<file path="src/rtl/pbl_pkg.sv">
// Types and default widths shared between the register-stack sequencer and the decoder.
package pbl_pkg;

  typedef enum logic [1:0] {
    IDLE = 2'd0,
    SAVE = 2'd1,
    RD   = 2'd2,
    WR   = 2'd3
  } seq_state_t;

  localparam int DEF_VALUE_WIDTH    = 8;
  localparam int DEF_REGISTER_WIDTH = 3;
  localparam int DEF_STACK_DEPTH    = 64;
  localparam int DEF_REG_COUNT      = 8;

  // Stack pointer must be able to hold the value DEPTH itself (stack full).
  function automatic int sp_bits(input int depth);
    return $clog2(depth + 1);
  endfunction

endpackage

</file>
<file path="src/rtl/reg_stack_sequencer_if.sv">
// Decoder request/stall lines plus the register file's spare port, as seen by the sequencer.
interface reg_stack_sequencer_if import pbl_pkg::*; #(
  parameter int REGISTER_WIDTH = DEF_REGISTER_WIDTH,
  parameter int VALUE_WIDTH    = DEF_VALUE_WIDTH,
  parameter int SP_WIDTH       = sp_bits(DEF_STACK_DEPTH)
);
  logic                      push;
  logic                      pop;
  logic                      stall;
  logic                      busy;
  logic [REGISTER_WIDTH-1:0] rf_raddr;
  logic [VALUE_WIDTH-1:0]    rf_rdata;
  logic                      rf_we;
  logic [REGISTER_WIDTH-1:0] rf_waddr;
  logic [VALUE_WIDTH-1:0]    rf_wdata;
  logic [SP_WIDTH-1:0]       sp;
  logic                      overflow;
  logic                      underflow;

  modport master (
    input  push, pop, rf_rdata,
    output stall, busy, rf_raddr, rf_we, rf_waddr, rf_wdata, sp, overflow, underflow
  );

  modport slave (
    output push, pop, rf_rdata,
    input  stall, busy, rf_raddr, rf_we, rf_waddr, rf_wdata, sp, overflow, underflow
  );
endinterface

</file>
<file path="src/rtl/data_stack_ram.sv">
// Single-clock stack RAM: one write port, one registered read port, no reset on contents.
module data_stack_ram #(
  parameter int DEPTH = 64,
  parameter int WIDTH = 8,
  parameter int AW    = $clog2(DEPTH)
) (
  input  logic             clk,
  input  logic             we,
  input  logic [AW-1:0]    waddr,
  input  logic [WIDTH-1:0] wdata,
  input  logic             re,
  input  logic [AW-1:0]    raddr,
  output logic [WIDTH-1:0] rdata
);
  logic [WIDTH-1:0] mem [DEPTH];

  always_ff @(posedge clk) begin
    if (we) mem[waddr] <= wdata;
    if (re) rdata <= mem[raddr];
  end
endmodule

</file>
<file path="src/rtl/reg_stack_sequencer.sv">
// Saves all registers to a private stack on push and restores them LIFO on pop,
// stalling the PC while the multi-cycle transfer runs.
module reg_stack_sequencer import pbl_pkg::*; #(
  parameter int REG_COUNT      = DEF_REG_COUNT,
  parameter int REGISTER_WIDTH = DEF_REGISTER_WIDTH,
  parameter int VALUE_WIDTH    = DEF_VALUE_WIDTH,
  parameter int STACK_DEPTH    = DEF_STACK_DEPTH,
  parameter int SP_WIDTH       = sp_bits(DEF_STACK_DEPTH)
) (
  input logic                   clk,
  input logic                   rst,
  reg_stack_sequencer_if.master bus
);
  localparam int AW = $clog2(STACK_DEPTH);
  localparam logic [REGISTER_WIDTH-1:0] IDX_LAST = REGISTER_WIDTH'(REG_COUNT - 1);
  localparam logic [SP_WIDTH:0]         DEPTH_W  = (SP_WIDTH + 1)'(STACK_DEPTH);
  localparam logic [SP_WIDTH:0]         COUNT_W  = (SP_WIDTH + 1)'(REG_COUNT);

  seq_state_t                state, state_nxt;
  logic [SP_WIDTH-1:0]       sp_q, sp_nxt;
  logic [REGISTER_WIDTH-1:0] idx_q, idx_nxt;
  logic                      ovf_q, ovf_nxt;
  logic                      udf_q, udf_nxt;

  logic                      stall;
  logic [REGISTER_WIDTH-1:0] rf_raddr, rf_waddr;
  logic                      rf_we;
  logic [VALUE_WIDTH-1:0]    rf_wdata;

  logic                      mem_we, mem_re;
  logic [AW-1:0]             mem_waddr, mem_raddr;
  logic [VALUE_WIDTH-1:0]    mem_rdata;

  data_stack_ram #(
    .DEPTH (STACK_DEPTH),
    .WIDTH (VALUE_WIDTH),
    .AW    (AW)
  ) u_ram (
    .clk   (clk),
    .we    (mem_we),
    .waddr (mem_waddr),
    .wdata (bus.rf_rdata),
    .re    (mem_re),
    .raddr (mem_raddr),
    .rdata (mem_rdata)
  );

  always_ff @(posedge clk) begin
    if (!rst) begin
      state <= IDLE;
      sp_q  <= '0;
      idx_q <= '0;
      ovf_q <= 1'b0;
      udf_q <= 1'b0;
    end else begin
      state <= state_nxt;
      sp_q  <= sp_nxt;
      idx_q <= idx_nxt;
      ovf_q <= ovf_nxt;
      udf_q <= udf_nxt;
    end
  end

  // Everything is gated by rst so an abandoned transfer neither writes the
  // RAM nor the register file, and outputs read zero while reset is held.
  always_comb begin
    state_nxt = state;
    sp_nxt    = sp_q;
    idx_nxt   = idx_q;
    ovf_nxt   = 1'b0;
    udf_nxt   = 1'b0;
    stall     = 1'b0;
    rf_raddr  = '0;
    rf_we     = 1'b0;
    rf_waddr  = '0;
    rf_wdata  = '0;
    mem_we    = 1'b0;
    mem_re    = 1'b0;
    mem_waddr = AW'(sp_q);
    mem_raddr = AW'(sp_q - SP_WIDTH'(1));
    if (rst) begin
      unique case (state)
        IDLE: begin
          if (bus.push) begin
            if (({1'b0, sp_q} + COUNT_W) > DEPTH_W) begin
              ovf_nxt = 1'b1;
            end else begin
              stall     = 1'b1;
              idx_nxt   = '0;
              state_nxt = SAVE;
            end
          end else if (bus.pop) begin
            if (sp_q < SP_WIDTH'(REG_COUNT)) begin
              udf_nxt = 1'b1;
            end else begin
              stall     = 1'b1;
              idx_nxt   = IDX_LAST;
              state_nxt = RD;
            end
          end
        end
        SAVE: begin
          rf_raddr = idx_q;
          mem_we   = 1'b1;
          sp_nxt   = sp_q + SP_WIDTH'(1);
          idx_nxt  = idx_q + REGISTER_WIDTH'(1);
          // Drop stall in the last save so the PC moves past the held push.
          stall    = (idx_q != IDX_LAST);
          if (idx_q == IDX_LAST) state_nxt = IDLE;
        end
        RD: begin
          mem_re    = 1'b1;
          sp_nxt    = sp_q - SP_WIDTH'(1);
          stall     = 1'b1;
          state_nxt = WR;
        end
        WR: begin
          rf_we     = 1'b1;
          rf_waddr  = idx_q;
          rf_wdata  = mem_rdata;
          idx_nxt   = idx_q - REGISTER_WIDTH'(1);
          stall     = (idx_q != '0);
          state_nxt = (idx_q == '0) ? IDLE : RD;
        end
        default: state_nxt = IDLE;
      endcase
    end
  end

  assign bus.stall     = stall;
  assign bus.busy      = (state != IDLE);
  assign bus.rf_raddr  = rf_raddr;
  assign bus.rf_we     = rf_we;
  assign bus.rf_waddr  = rf_waddr;
  assign bus.rf_wdata  = rf_wdata;
  assign bus.sp        = sp_q;
  assign bus.overflow  = ovf_q;
  assign bus.underflow = udf_q;

endmodule

</file>
<file path="src/flat_wrapper.sv">
// flat-port wrapper written by rule: the top's interface ports become plain ports
module reg_stack_sequencer_flat import pbl_pkg::*;
#(
  parameter int REG_COUNT      = DEF_REG_COUNT,
  parameter int REGISTER_WIDTH = DEF_REGISTER_WIDTH,
  parameter int VALUE_WIDTH    = DEF_VALUE_WIDTH,
  parameter int STACK_DEPTH    = DEF_STACK_DEPTH,
  parameter int SP_WIDTH       = sp_bits(DEF_STACK_DEPTH)
)
  (clk, rst, bus_push, bus_pop, bus_rf_rdata, bus_stall, bus_busy, bus_rf_raddr, bus_rf_we, bus_rf_waddr, bus_rf_wdata, bus_sp, bus_overflow, bus_underflow);
  reg_stack_sequencer_if #(.REGISTER_WIDTH(REGISTER_WIDTH), .VALUE_WIDTH(VALUE_WIDTH), .SP_WIDTH(SP_WIDTH)) bus_i ();
  input logic clk;
  input logic rst;
  input wire logic [$bits(bus_i.push)-1:0] bus_push;
  input wire logic [$bits(bus_i.pop)-1:0] bus_pop;
  input wire logic [$bits(bus_i.rf_rdata)-1:0] bus_rf_rdata;
  output wire logic [$bits(bus_i.stall)-1:0] bus_stall;
  output wire logic [$bits(bus_i.busy)-1:0] bus_busy;
  output wire logic [$bits(bus_i.rf_raddr)-1:0] bus_rf_raddr;
  output wire logic [$bits(bus_i.rf_we)-1:0] bus_rf_we;
  output wire logic [$bits(bus_i.rf_waddr)-1:0] bus_rf_waddr;
  output wire logic [$bits(bus_i.rf_wdata)-1:0] bus_rf_wdata;
  output wire logic [$bits(bus_i.sp)-1:0] bus_sp;
  output wire logic [$bits(bus_i.overflow)-1:0] bus_overflow;
  output wire logic [$bits(bus_i.underflow)-1:0] bus_underflow;
  assign bus_i.push = bus_push;
  assign bus_i.pop = bus_pop;
  assign bus_i.rf_rdata = bus_rf_rdata;
  assign bus_stall = bus_i.stall;
  assign bus_busy = bus_i.busy;
  assign bus_rf_raddr = bus_i.rf_raddr;
  assign bus_rf_we = bus_i.rf_we;
  assign bus_rf_waddr = bus_i.rf_waddr;
  assign bus_rf_wdata = bus_i.rf_wdata;
  assign bus_sp = bus_i.sp;
  assign bus_overflow = bus_i.overflow;
  assign bus_underflow = bus_i.underflow;
  reg_stack_sequencer #(.REG_COUNT(REG_COUNT), .REGISTER_WIDTH(REGISTER_WIDTH), .VALUE_WIDTH(VALUE_WIDTH), .STACK_DEPTH(STACK_DEPTH), .SP_WIDTH(SP_WIDTH)) u_core (.clk(clk), .rst(rst), .bus(bus_i));
endmodule
</file>
<file path="config.mk">
export PLATFORM = sky130hd
export DESIGN_NAME = reg_stack_sequencer_flat
export DESIGN_NICKNAME = d
export VERILOG_FILES = /design/src/rtl/pbl_pkg.sv /design/src/rtl/reg_stack_sequencer_if.sv /design/src/rtl/data_stack_ram.sv /design/src/rtl/reg_stack_sequencer.sv /design/src/flat_wrapper.sv
export SDC_FILE = /design/constraint.sdc
export NUM_CORES = 1
export LEC_CHECK = 0
export BUFFER_PORTS_ARGS = -buffer_cell sky130_fd_sc_hd__buf_2
export CAP_MARGIN = 20
export CORE_MARGIN = 2
export CORE_UTILIZATION = 40
export DETAILED_ROUTE_END_ITERATION = 10
export PLACE_DENSITY = 0.66
export SLEW_MARGIN = 5
export SYNTH_ARGS = -nofsm -noshare
export SYNTH_HDL_FRONTEND = slang
export SYNTH_SLANG_ARGS = --single-unit
</file>
<file path="constraint.sdc">
create_clock -name clk -period 6.6 [get_ports clk]
set_clock_uncertainty 0.2 [all_clocks]
set_input_delay 0 -clock clk [delete_from_list [all_inputs] [get_ports clk]]
set_output_delay 0 -clock clk [all_outputs]
set_load 0.1 [all_outputs]
</file>
# Yosys cells after proc, flatten, opt, wreduce, memory -nomap -nowiden
# Memory sizes are Yosys's and may differ from the RTL's. A register that Yosys moved wholly into a read port is not among the register bits.
# Index checks and enable logic that the tools add are counted.
dict set report word_totals {
  out_inout_bits 26
  inputBits 12
  ff_bits 14
  mem_count 1
  elab_cells 70
  ramBits 512
}
dict set report classes {
  addsub 5
  n_lt_le_gt_ge 2
  n_mux 35
  eq_ne 9
  n_bitwise 3
  reduce_logical 10
}
# name depth width read_ports rd_clocked_by_memory_dff write_ports line_no
set mem_list {}
lappend mem_list {u_core.u_ram.mem 64 8 1 1 1 data_stack_ram.sv:15} ;# logic [WIDTH-1:0] mem [DEPTH];
# operator n
set ops {}
lappend ops {{3-bit two-way mux} 8}
lappend ops {{8-bit two-way mux} 2}
lappend ops {{1-bit two-way mux} 15}
lappend ops {{7-bit case mux with 2 select lines} 1}
lappend ops {{2-bit two-way mux} 6}
lappend ops {{3-bit != test (second input constant)} 4}
lappend ops {{3-bit case mux with 3 select lines} 1}
lappend ops {{7-bit by 4-bit adder with 8-bit output (second input constant)} 1}
lappend ops {{8-bit by 7-bit greater-than comparator with 1-bit output (second input constant)} 1}
lappend ops {{2-bit case mux with 4 select lines} 1}
lappend ops {{4-bit AND reduction} 2}
lappend ops {{7-bit by 1-bit adder with 7-bit output (second input constant)} 1}
lappend ops {{7-bit by 4-bit < comparator with 1-bit output (second input constant)} 1}
lappend ops {{7-bit by 1-bit subtractor with 7-bit output (second input constant)} 1}
lappend ops {{3-bit nonzero test} 2}
lappend ops {{2-bit == test (second input constant)} 2}
lappend ops {{1-bit case mux with 4 select lines} 1}
lappend ops {{2-bit nonzero test} 2}
lappend ops {{4-bit OR reduction} 1}
lappend ops {{3-bit by 1-bit adder with 3-bit output (second input constant)} 1}
lappend ops {{3-bit == test (second input constant)} 1}
lappend ops {{3-bit logical NOT} 1}
lappend ops {{1-bit inverter} 3}
lappend ops {{3-bit AND reduction} 1}
lappend ops {{other kinds (4)} 4}

# Logic depth before layout (Yosys ltp)
dict set report logic_depth {
  word_depth 6
  ltp_mapped 15
  mapped_depth_nobuf 7
}

# Cells and area by module
# A second synthesis with hierarchy kept.
dict set report hier_totals {
  cells_unflattened 1106
  area_unflattened_um2 21538.2
}
# module cells_each area_per_inst_um2 instances seq_area_each_um2
set modules_own_cells {}
lappend modules_own_cells {data_stack_ram 940 20246.9 1 15615.0}
lappend modules_own_cells {reg_stack_sequencer 166 1291.2 1 280.3}

# Worst setup path before layout
# OpenSTA, ideal clock, no wires.
dict set report synth_timing {
  path_type {flip-flop to output port}
  start {register u_core.sp_q[3], in the netlist u_core.bus.sp[3]}
  end {output port bus_stall}
  path_slack_ns 0.793
  arrival_ns 5.607
  t_required_ns 6.400
  n_path_buf 3
  stages_incl_launch_ff 10
  path_cell_list {dfxtp_1 -> buf_2 -> buf_2 -> buf_2 -> inv_1 -> ha_1 -> nand4bb_1 -> o211ai_1 -> a31oi_1 -> nor4_1}
}
dict set report synth_via {
  elab_chain_len 6
  word_cells_on_any_way 9
  cone_classes {1 x add/sub; 2 x order compare; 6 x mux}
}
# item line_no
set synth_lines {}
lappend synth_lines {{start, declared} reg_stack_sequencer.sv:20} ;# logic [SP_WIDTH-1:0] sp_q, sp_nxt;
lappend synth_lines {{start signal, assigned} reg_stack_sequencer.sv:57} ;# sp_q <= sp_nxt;
lappend synth_lines {{7-bit by 4-bit adder with 8-bit output / 7-bit by 4-bit < comparator with 1-bit output (equally long branches)} {reg_stack_sequencer.sv:85, reg_stack_sequencer.sv:93}}
lappend synth_lines {{8-bit by 7-bit greater-than comparator with 1-bit output / 1-bit two-way mux (equally long branches)} {reg_stack_sequencer.sv:85, reg_stack_sequencer.sv:93}}
lappend synth_lines {{1-bit two-way mux, on equally long branches} {reg_stack_sequencer.sv:85, reg_stack_sequencer.sv:92}}
lappend synth_lines {{1-bit two-way mux (*)} reg_stack_sequencer.sv:84} ;# if (bus.push) begin
lappend synth_lines {{1-bit case mux with 4 select lines (*)} reg_stack_sequencer.sv:82} ;# unique case (state)
lappend synth_lines {{1-bit two-way mux (*)} reg_stack_sequencer.sv:81} ;# if (rst) begin
lappend synth_lines {{end, declared} flat_wrapper.sv:17} ;# output wire logic [$bits(bus_i.stall)-1:0] bus_stall;
# Mark *: on every way between the ends. The rest lies on a longest branch, timed or not.

# Worst setup path after layout
dict set report layout_timing {
  start {register u_core.sp_q[1], in the netlist u_core.bus.sp[1]}
  end {register u_core.u_ram.rdata[4], read port of u_core.u_ram.mem (data pin)}
}
dict set report layout_via {
  elab_chain_len 1
}
# item line_no
set layout_lines {}
lappend layout_lines {{7-bit by 1-bit subtractor with 7-bit output} reg_stack_sequencer.sv:80} ;# mem_raddr = AW'(sp_q - SP_WIDTH'(1));
lappend layout_lines {{end, declared} data_stack_ram.sv:13} ;# output logic [WIDTH-1:0] rdata
# No other way between the ends.
# A chain may end at the register's enable or synchronous reset.

==> results.json <==
{
  "outcome": "complete, no violations",
  "rsz0062_at_grt": "no",
  "final-hold-violation-count": 0,
  "worstReg2RegStart": "u_core.bus.sp[1]",
  "htreeDepth": 2,
  "worstPathCellList": "inv_1, ha_4, mux4_2, nand3_1, a21oi_1, a2111oi_0, o22ai_1",
  "comb_power_share_pct": 36.0,
  "fp.dieH_um": 237,
  "crit_slowest_cell": "ha_4",
  "area_growth_pct": 13.2,
  "coreArea_um2": 53700,
  "relSlewSlack_pct": 27.0,
  "synth-seq-area-share_pct": 73.2,
  "synthDominantCellAreaShare_pct": 71.9,
  "slowest_delay_ps": 970,
  "yosys.cell_types.count": 64,
  "syn-instance-count": 1145,
  "routedWlPerCell_um": 25.3,
  "vdd.ir_drop.worst_mv": 0.329,
  "initial_core_util_pct": 40.4,
  "ant_nets": 0,
  "worstSetupStartpoint": "u_core.bus.sp[1]",
  "routed-via-count": 11300,
  "first_pass_iters": 5,
  "gp_congestion": 0.874,
  "drive_gt1_share_pct": 23.3,
  "async_flop_share_pct": 0,
  "grt_pass1_vias": 11100,
  "via_per_inst": 5.81,
  "ys_ff_latch": 534,
  "detailed_place_hpwl_um": 30000,
  "diodes": 0,
  "drt-total-wl_um": 49300,
  "pwr-share-clk_pct": 28.1,
  "multi_input_area_um2": 5400,
  "min_period_ps": 4400,
  "synth_warnings": 0,
  "crit_path_start_kind": "register",
  "drt-initial-drc-count": 1215,
  "root_buffer": "clkbuf_16",
  "grt_max_degree": 66,
  "synth_flop_cell": "edfxtp_1",
  "fill_cells": 4466,
  "cts_tree": "yes",
  "io_buffers": 37,
  "synth_edf_count": 520,
  "routed.top_layer": "met4",
  "utilization_pct": 45.7,
  "power_switching_mw": 3.71,
  "switching_share_pct": 34.1,
  "synth_nets": 1169,
  "regArea_um2": 15900,
  "grt_pass1_wl_um": 73600,
  "max_cap_violations": 0,
  "clockBufferDepth": 3,
  "internal_power_mw": 7.17,
  "worstHoldStart": "bus_rf_rdata[6]",
  "wl_met3_um": 4040,
  "avgSynthCellArea_um2": 19.0,
  "fmax_mhz": 227,
  "post-synth-top-count-cell": "edfxtp_1",
  "seq_power_share_pct": 35.9,
  "crit_path_end_kind": "register",
  "leakage_nw": 7.69,
  "grt_usage_pct": 17.6,
  "worstSetupPathType": "reg2reg",
  "num_rows": 85,
  "die_x_um": 237,
  "cp_num_buf_inv": 1,
  "dieArea_um2": 56100,
  "fin_setup_tns_ps": 0,
  "num_io_pins": 38,
  "whs_ps": 195,
  "fin_crit_sh_pct": 66.7,
  "synthTopCellsByArea": "edfxtp_1 72%, mux4_2 14%, nor2_1 1.8%, dfxtp_1 1.3%, ha_1 0.63%",
  "powerDensity_nw_per_um2": 443,
  "antenna_found_initial": 0,
  "cts_resized": 0,
  "crit_fanout": 65,
  "setup_viol": 0,
  "wl_met2_um": 23600,
  "clk_pin_slew_ps": 60,
  "worst_slew_pin_slew_ps": 1080,
  "clock_latency_ps": 580,
  "hp-class": "in2reg",
  "drc": 0,
  "synth_area_um2": 21700,
  "worstPathArrival_ps": 4470,
  "overflow": 0,
  "synthTopCellsByCount": "520 x edfxtp_1, 131 x mux4_2, 105 x nor2_1, 35 x nand2_1, 27 x clkbuf_1",
  "drv_slew": 0,
  "cts_buffers": 51,
  "path_delay_family": "compound AO/OA/AOI/OAI gates",
  "required_ps": 6660,
  "clock_sinks": 534,
  "wl_met1_um": 20500,
  "fin_nets": 1234,
  "synth_top_area_cell": "edfxtp_1"
}
cell families (layout without fill, tap and decap cells):
family	count (synthesis)	in the layout	synth area share [%]
AND/OR/NAND/NOR	248	248	5.50
flip-flops	534	534	73.2
multiplexers	146	146	14.4
XOR/XNOR	12	12	0.484
buffers and inverters	85	191	2.05
adder cells (fa/ha/maj)	12	12	0.726
AO/OA/AOI/OAI	108	108	3.61
flip-flops by register name (all words and copies together), names as in the netlist:
| signal | flops |
|---|---|
| u_core.u_ram.mem | 512 |
| u_core.u_ram.rdata | 8 |
| u_core.bus.sp | 7 |
| u_core.idx_q | 3 |
| u_core.state | 2 |
| u_core.bus.overflow | 1 |
| u_core.bus.underflow | 1 |
final timing paths:
path	slack, ps	to	cells past startpoint
setup / recovery	2200	u_core.u_ram.rdata[4]	7
hold reg to reg	350	u_core.state[0]	2
hold / removal	190	u_core.u_ram.mem[60][6]	2
setup reg to reg	2200	u_core.u_ram.rdata[4]	7
worst reg2reg max path: cells and delay by family (launching register included):
| kind | cells | cell delay [ps] |
|---|---|---|
| muxes | 1 | 530 |
| buffers and inverters | 1 | 230 |
| AOI/OAI and AO/OA | 3 | 1220 |
| DFF | 1 | 840 |
| adders and majority gates | 1 | 970 |
| and+or+nand+nor | 1 | 100 |
metal layers:
metal	GRT usage, %	up-vias
met5	0	-
met4	4.81	0
met3	3.53	89
met2	28.0	510
met1	24.9	5903
li1	-	4815
timing repair:
| item | CTS | global route |
|---|---|---|
| buffers inserted | 0 | 0 |
| hold buffers | 13 | 2 |
| hold endpoints to repair | 391 | 128 |
layout by cell type (no fill, tap or decap), drive strengths merged, types with 16 or more instances in the layout:
cell,count
inv,22
nor2,106
a21oi,16
o21ai,19
clkbuf,60
nand2,36
clkinv,21
mux4,132
edfxtp,520
nand3,23
and3,18
nor3,16
buf,62
layout make-up:
| cell class | instances | area share (%) |
|---|---|---|
| clock buffer | 60 | 5.33 |
| sequential | 534 | 64.7 |
| timing repair buffer | 77 | 2.33 |
| multi-input combinational | 526 | 22.0 |
| inverter | 20 | 0.306 |
| tap | 696 | 3.55 |
| clock inverter | 34 | 1.76 |
through the flow:
stage / worst slack (ps) / cell area (um2) / power [mW] / instances
3_3_place_gp: 2340 / 22600 / 7.80 / 1835
5_1_grt: 1940 / 24600 / 11.3 / 1947
4_1_cts: 2290 / 24500 / 10.9 / 1943
2_1_floorplan: 793 / 21700 / 6.68 / 1145
3_5_place_dp: 2300 / 22600 / 7.85 / 1836
6_report: 2200 / 24600 / 10.9 / 1947
power groups by stage:
stage / combinational [mW] / clock, mW / sequential (mW)
floorplan: 2.66 / 0 / 4.02
global placement: 3.82 / 0 / 3.97
detailed placement: 3.87 / 0 / 3.98
CTS: 3.90 / 3.09 / 3.90
global route: 4.15 / 3.21 / 3.91
finish: 3.92 / 3.06 / 3.91
Power figures use the tool's default switching activity.
